[config.mk]
export PLATFORM = sky130hd
export DESIGN_NAME = seven_seg_capture
export DESIGN_NICKNAME = d
export VERILOG_FILES = /design/src/rtl/seven_seg_pkg.sv /design/src/rtl/seven_seg_pattern_decode.sv /design/src/rtl/seven_seg_capture.sv
export SDC_FILE = /design/constraint.sdc
export NUM_CORES = 1
export LEC_CHECK = 0
export BUFFER_PORTS_ARGS = -buffer_cell sky130_fd_sc_hd__buf_2
export CORE_MARGIN = 2
export CORE_UTILIZATION = 40
export DETAILED_ROUTE_END_ITERATION = 10
export GPL_ROUTABILITY_DRIVEN = 0
export GPL_TIMING_DRIVEN = 0
export PLACE_DENSITY = 0.7
export SYNTH_ARGS = -nofsm -noshare
export SYNTH_HDL_FRONTEND = slang
export SYNTH_HIERARCHICAL = 1
export SYNTH_SLANG_ARGS = --single-unit
[constraint.sdc]
create_clock -name CLK -period 6.4 [get_ports CLK]
set_input_delay 0.96 -clock CLK [delete_from_list [all_inputs] [get_ports CLK]]
set_output_delay 0.96 -clock CLK [all_outputs]
set_load 0.02 [all_outputs]
[src/rtl/seven_seg_pkg.sv]
// ============================================================================
// seven_seg_pkg : shared constants and digit-select decode for seven_seg_capture
// Rev 1.0
// ============================================================================
`default_nettype none

package seven_seg_pkg;

  localparam int NUM_DIGITS = 8;

  localparam logic [6:0] SEG_BLANK = 7'h7F;

  // Active-low patterns; element d is the pattern shown for decimal digit d.
  localparam logic [9:0][6:0] SEG_DIGIT = {
    7'h10, 7'h00, 7'h78, 7'h02, 7'h12, 7'h19, 7'h30, 7'h24, 7'h79, 7'h40
  };

  typedef struct packed {
    logic       valid;
    logic [2:0] idx;
  } sel_dec_t;

  function automatic sel_dec_t sel_to_idx(input logic [7:0] sel);
    sel_dec_t r;
    int       n;
    r = '0;
    n = 0;
    for (int i = 0; i < NUM_DIGITS; i++) begin
      if (!sel[i]) begin
        n     = n + 1;
        r.idx = 3'(i);
      end
    end
    r.valid = (n == 1);
    return r;
  endfunction

endpackage

`default_nettype wire

[src/rtl/seven_seg_pattern_decode.sv]
// ============================================================================
// seven_seg_pattern_decode : 7-bit active-low pattern -> BCD value + error flag
// Rev 1.0
// ============================================================================
`default_nettype none

module seven_seg_pattern_decode
  import seven_seg_pkg::*;
(
  input  logic [6:0] pat,
  output logic [3:0] val,
  output logic       err
);

  always_comb begin
    val = 4'hE;
    err = 1'b1;
    if (pat == SEG_BLANK) begin
      val = 4'hF;
      err = 1'b0;
    end
    for (int d = 0; d < 10; d++) begin
      if (pat == SEG_DIGIT[d]) begin
        val = 4'(d);
        err = 1'b0;
      end
    end
  end

endmodule

`default_nettype wire

[src/rtl/seven_seg_capture.sv]
// ============================================================================
// seven_seg_capture : debounce, demultiplex and order-check a 7-seg scan bus,
// publishing a coherent 8-digit frame. Decode enabled by SEVEN_SEG_CAPTURE_DECODE_EN.
// Rev 1.0
// ============================================================================
`default_nettype none

module seven_seg_capture
  import seven_seg_pkg::*;
#(
  parameter int STABLE_CNT = 4,
  parameter int TIMEOUT    = 4096
) (
  input  logic        CLK,
  input  logic        CLR,
  input  logic        CE,
  input  logic [6:0]  seg_in,
  input  logic [7:0]  sel_in,
  output logic [55:0] pat_flat,
  output logic [31:0] val_flat,
  output logic [7:0]  decode_err,
  output logic        frame_valid,
  output logic        sel_err,
  output logic        seq_err,
  output logic        stalled
);

  localparam logic [7:0]  STABLE_W  = 8'(STABLE_CNT);
  localparam logic [15:0] TIMEOUT_W = 16'(TIMEOUT);

  logic [7:0]       prev_sel_q, prev_sel_d;
  logic [6:0]       prev_seg_q, prev_seg_d;
  logic [7:0]       cnt_q, cnt_d;
  logic             lock_q, lock_d;
  logic [7:0][6:0]  shadow_q, shadow_d;
  logic [7:0]       seen_q, seen_d;
  logic [2:0]       exp_idx_q, exp_idx_d;
  logic             synced_q, synced_d;
  logic [55:0]      pat_q, pat_d;
  logic             frame_valid_q, frame_valid_d;
  logic             sel_err_q, sel_err_d;
  logic             seq_err_q, seq_err_d;
  logic [15:0]      idle_q, idle_d;

  sel_dec_t   sel_dec;
  logic       accept;
  logic [7:0] seen_next;

  always_comb begin
    sel_dec       = sel_to_idx(sel_in);
    prev_sel_d    = prev_sel_q;
    prev_seg_d    = prev_seg_q;
    cnt_d         = cnt_q;
    lock_d        = lock_q;
    shadow_d      = shadow_q;
    seen_d        = seen_q;
    exp_idx_d     = exp_idx_q;
    synced_d      = synced_q;
    pat_d         = pat_q;
    frame_valid_d = 1'b0;
    sel_err_d     = 1'b0;
    seq_err_d     = 1'b0;
    idle_d        = idle_q;
    accept        = 1'b0;
    seen_next     = seen_q;

    if (CE) begin
      prev_sel_d = sel_in;
      prev_seg_d = seg_in;
      idle_d     = (idle_q >= TIMEOUT_W) ? idle_q : idle_q + 16'd1;
      if (!sel_dec.valid) begin
        sel_err_d = 1'b1;
        cnt_d     = 8'd0;
        lock_d    = 1'b0;
      end else begin
        if (sel_in == prev_sel_q && seg_in == prev_seg_q) begin
          cnt_d = (cnt_q >= STABLE_W) ? cnt_q : cnt_q + 8'd1;
        end else begin
          cnt_d  = 8'd1;
          lock_d = 1'b0;
        end
        accept = (cnt_d == STABLE_W) && !lock_d;
      end
    end

    if (accept) begin
      lock_d                = 1'b1;
      idle_d                = 16'd0;
      synced_d              = 1'b1;
      shadow_d[sel_dec.idx] = seg_in;
      // The very first acceptance after reset defines the frame start.
      if (!synced_q || sel_dec.idx == exp_idx_q) begin
        seen_next = seen_q | (8'b1 << sel_dec.idx);
      end else begin
        seq_err_d = 1'b1;
        seen_next = 8'b1 << sel_dec.idx;
      end
      exp_idx_d = sel_dec.idx + 3'd1;
      if (seen_next == 8'hFF) begin
        pat_d         = shadow_d;
        frame_valid_d = 1'b1;
        seen_next     = 8'h00;
      end
      seen_d = seen_next;
    end
  end

  always_ff @(posedge CLK) begin
    if (CLR) begin
      prev_sel_q    <= 8'hFF;
      prev_seg_q    <= SEG_BLANK;
      cnt_q         <= 8'd0;
      lock_q        <= 1'b0;
      shadow_q      <= {NUM_DIGITS{SEG_BLANK}};
      seen_q        <= 8'h00;
      exp_idx_q     <= 3'd0;
      synced_q      <= 1'b0;
      pat_q         <= {NUM_DIGITS{SEG_BLANK}};
      frame_valid_q <= 1'b0;
      sel_err_q     <= 1'b0;
      seq_err_q     <= 1'b0;
      idle_q        <= 16'd0;
    end else begin
      prev_sel_q    <= prev_sel_d;
      prev_seg_q    <= prev_seg_d;
      cnt_q         <= cnt_d;
      lock_q        <= lock_d;
      shadow_q      <= shadow_d;
      seen_q        <= seen_d;
      exp_idx_q     <= exp_idx_d;
      synced_q      <= synced_d;
      pat_q         <= pat_d;
      frame_valid_q <= frame_valid_d;
      sel_err_q     <= sel_err_d;
      seq_err_q     <= seq_err_d;
      idle_q        <= idle_d;
    end
  end

  assign pat_flat    = pat_q;
  assign frame_valid = frame_valid_q;
  assign sel_err     = sel_err_q;
  assign seq_err     = seq_err_q;
  assign stalled     = (idle_q >= TIMEOUT_W);

`ifdef SEVEN_SEG_CAPTURE_DECODE_EN
  for (genvar k = 0; k < NUM_DIGITS; k++) begin : g_decode
    seven_seg_pattern_decode u_decode (
      .pat (pat_q[7*k +: 7]),
      .val (val_flat[4*k +: 4]),
      .err (decode_err[k])
    );
  end
`else
  assign val_flat   = 32'hFFFF_FFFF;
  assign decode_err = 8'h00;
`endif

endmodule

`default_nettype wire
==> flow_metrics.tcl <==
set metrics [dict create \
    synth_async_sr_flop_share_pct 0 \
    synth_area_leaders "sky130_fd_sc_hd__dfxtp_1, sky130_fd_sc_hd__mux2i_1, sky130_fd_sc_hd__nor2_1" \
    cts.reportedPaths.clkPinSlew_ps 60 \
    gr-total-overflow 0 \
    synth_seq_cells 167 \
    nets 1074 \
    ys_top_cells_by_count "sky130_fd_sc_hd__dfxtp_1, sky130_fd_sc_hd__nor2_1, sky130_fd_sc_hd__mux2i_1" \
    post-synth-top-area-fraction_pct 40.4 \
    rows 52 \
    netlist_instances 908 \
    worstReg2RegEnd "idle_q[4]" \
    cp_data_arrival_time_ps 6340 \
    synth_area_per_cell_um2 9.12 \
    setup-tns-final_ps 0 \
    grt_pass1_vias 6204 \
    grt_antenna_before_repair 0 \
    worst-endpoint-required_ps 6760 \
    timing.setup.critical_path_class "primary input to flop" \
    r2r_setup_slack_ps 3170 \
    synth-edff-count 0 \
    power_leakage_nw 4.42 \
    post_cts_hold_buffer_count 0 \
    endpoint_kind "flop" \
    routed_via_density 4.95 \
    port-buffer-count 73 \
    final_antenna_net_count 0 \
    yosys_most_used_dff "sky130_fd_sc_hd__dfxtp_1" \
    setup-violations-final 0 \
    synthToLayoutAreaGrowth_pct 18.3 \
    grt-busiest-layer "met2" \
    grt.met1_usage_pct 24.9 \
    worst_pin_slew_ps 872 \
    final_layout_size_suffix_gt1_share_pct 16.8 \
    post_synth_num_cell_types 55 \
    timing.slew.headroom_pct 41.7 \
    worst_hold_launch "cnt_q[6]" \
    drcViolationCount 0 \
    antenna_cells 0 \
    hold_end "cnt_q[6]" \
    clk_latency_ps 430 \
    status "finished, final reports clean" \
    achievable_frequency_ghz 0.167 \
    die_area_mm2 0.0219 \
    via_count 6544 \
    hold_path_depth 1 \
    worst-path-max-fanout 10 \
    post-route-period-util_pct 93.4 \
    hold_path.class "flop to flop" \
    io_pins 118 \
    cts.path.max_buffers 2 \
    drt-wirelength-per-cell_um 15.3 \
    drv_slew 0 \
    floorplan.core_area_mm2 0.0203 \
    hpwl_um 14100 \
    rsz0062_at_grt "false" \
    r2r.worst_path.cells 8 \
    power.density_cell_area_mw_per_mm2 246 \
    met2_usage_pct 30.0 \
    cts-buffers-inserted 17 \
    detail_route.first_pass.iterations 5 \
    hold_viol_final 0 \
    die_w_um 148 \
    peakVddDrop_mv 0.165 \
    num-fill-cells 1945 \
    synth_warnings 6 \
    worst_hold_slack_ps 450 \
    grt_usage_pct 18.7 \
    post-synth-top-count-cell "sky130_fd_sc_hd__dfxtp_1" \
    globalRouteMet3Util_pct 4.54 \
    total_power_mw 2.41 \
    layout_min_cycle_time_ps 5980 \
    maximum_number_of_pins_on_one_net_before_global_route_repair 17 \
    cts_max_level 4 \
    cts_tree "yes" \
    first_pass_grt_wire_length_um 32200 \
    biggest_area_consumer_among_synthesized_cells "sky130_fd_sc_hd__dfxtp_1" \
    cts-root-buf "sky130_fd_sc_hd__clkbuf_16" \
    netlist_area_pre_place_mm2 0.00828 \
    fin_skew_ps 11.1 \
    cts.sinks 167 \
    start_kind "primary input" \
    die_height_um 148 \
    drt_wl_total_um 20200 \
    first_iter_violations 350 \
    register_area_share_after_synthesis_pct 40.4 \
    start_util_pct 40.8 \
    drv.max_cap_violation_count 0 \
    timing.rr.start "cnt_q[3]" \
]
-- logic make-up after synthesis --
logic type | share of synthesized area (%)
xor gates and xnor gates | 4.64
AOI/OAI and AO/OA | 8.77
and+or+nand+nor | 19.5
buffers and inverters | 7.42
adders and majority gates | 2.57
other | 0.0907
muxes | 16.6
DFF | 40.4
-- cells in the final DEF, fill, tap and decap left out, drive strengths merged, types with 8 or more instances in the layout --
cell type / n
a211oi: 44
nand2b: 12
dfxtp: 167
nor3: 21
nor2b: 49
nor2: 155
nor4: 8
clkbuf: 71
a21oi: 8
a211o: 15
buf: 127
mux2: 14
inv: 19
mux2i: 117
ha: 17
xnor2: 13
xor2: 23
conb: 40
nand2: 32
and2: 24
-- critical path, stage by stage --
cell	delay, ps
sky130_fd_sc_hd__buf_2	130
sky130_fd_sc_hd__inv_1	50
sky130_fd_sc_hd__ha_1	390
sky130_fd_sc_hd__xnor2_1	170
sky130_fd_sc_hd__ha_1	320
sky130_fd_sc_hd__nor2b_1	150
sky130_fd_sc_hd__a21o_1	160
sky130_fd_sc_hd__ha_1	290
sky130_fd_sc_hd__mux2i_1	200
sky130_fd_sc_hd__nand2_1	90
sky130_fd_sc_hd__ha_1	330
sky130_fd_sc_hd__nor2_1	60
sky130_fd_sc_hd__a31oi_2	220
sky130_fd_sc_hd__ha_1	270
sky130_fd_sc_hd__nand2b_1	90
sky130_fd_sc_hd__nand2_1	60
sky130_fd_sc_hd__ha_1	160
sky130_fd_sc_hd__nor2b_1	130
sky130_fd_sc_hd__xnor3_1	220
sky130_fd_sc_hd__or2_2	300
sky130_fd_sc_hd__and3_1	220
sky130_fd_sc_hd__o22ai_4	290
sky130_fd_sc_hd__nor4_4	50
sky130_fd_sc_hd__buf_4	180
sky130_fd_sc_hd__nand2_1	110
sky130_fd_sc_hd__buf_4	260
sky130_fd_sc_hd__buf_4	260
sky130_fd_sc_hd__mux2i_1	200
-- routing by layer --
metal	wire [um]	vias up	part of all wire, %
met5	0	-	0
met4	392	0	1.9
met3	1120	25	5.5
met2	9300	168	46
met1	9430	3072	47
li1	-	3279	-
-- area by class of cell --
| class | count | area, um^2 | area share (%) |
|---|---|---|---|
| Multi-Input combinational cell | 658 | 4480 | 45.8 |
| Sequential cell | 167 | 3340 | 34.1 |
| Buffer | 99 | 557 | 5.69 |
| Clock buffer | 22 | 464 | 4.74 |
| Timing Repair Buffer | 77 | 395 | 4.04 |
| Tap cell | 270 | 338 | 3.45 |
| Clock inverter | 10 | 141 | 1.44 |
| Inverter | 19 | 71.3 | 0.728 |
-- registers in the layout, summed over array words and instances, names as in the netlist --
register / flops
frame_valid: 1
prev_seg_q: 7
prev_sel_q: 8
exp_idx_q: 3
cnt_q: 8
idle_q: 16
seq_err: 1
synced_q: 1
sel_err: 1
lock_q: 1
pat_flat: 56
shadow_q: 56
seen_q: 8
-- what timing repair did --
item,CTS,global route
setup endpoints to repair,105,90
gates resized for setup,1,17
setup buffers,3,1
pin swaps,1,0
-- through the flow --
step                worst slack (ps)  std cells  area, um^2  utilization [%]
floorplan                        476        946        8420                -
global placement                -646       1289        9120             44.9
detailed placement              -764       1289        9120             44.9
CTS                             26.2       1324        9760             48.1
global route                    13.5       1322        9790             48.2
finish                           423       1322        9790             48.2
-- where the power goes --
group	leakage (nW)	internal [mW]	total, mW	switching [mW]
Clock	0.291	0.637	1.07	0.434
Sequential	1.35	1.05	1.06	0.00665
Combinational	2.78	0.110	0.287	0.178
-- worst max-delay path by stage --
| stage | start | endpoint | slack [ps] |
|---|---|---|---|
| 2_1_floorplan | sel_in[0] | pat_flat[15] | 480 |
| 3_3_place_gp | sel_in[0] | pat_flat[43] | -650 |
| 3_5_place_dp | sel_in[0] | pat_flat[22] | -760 |
| 4_1_cts | sel_in[0] | pat_flat[43] | 30 |
| 5_1_grt | sel_in[0] | idle_q[3] | 10 |
| 6_report | sel_in[0] | pat_flat[30] | 420 |
No activity file was read; power rests on OpenSTA's default activity.
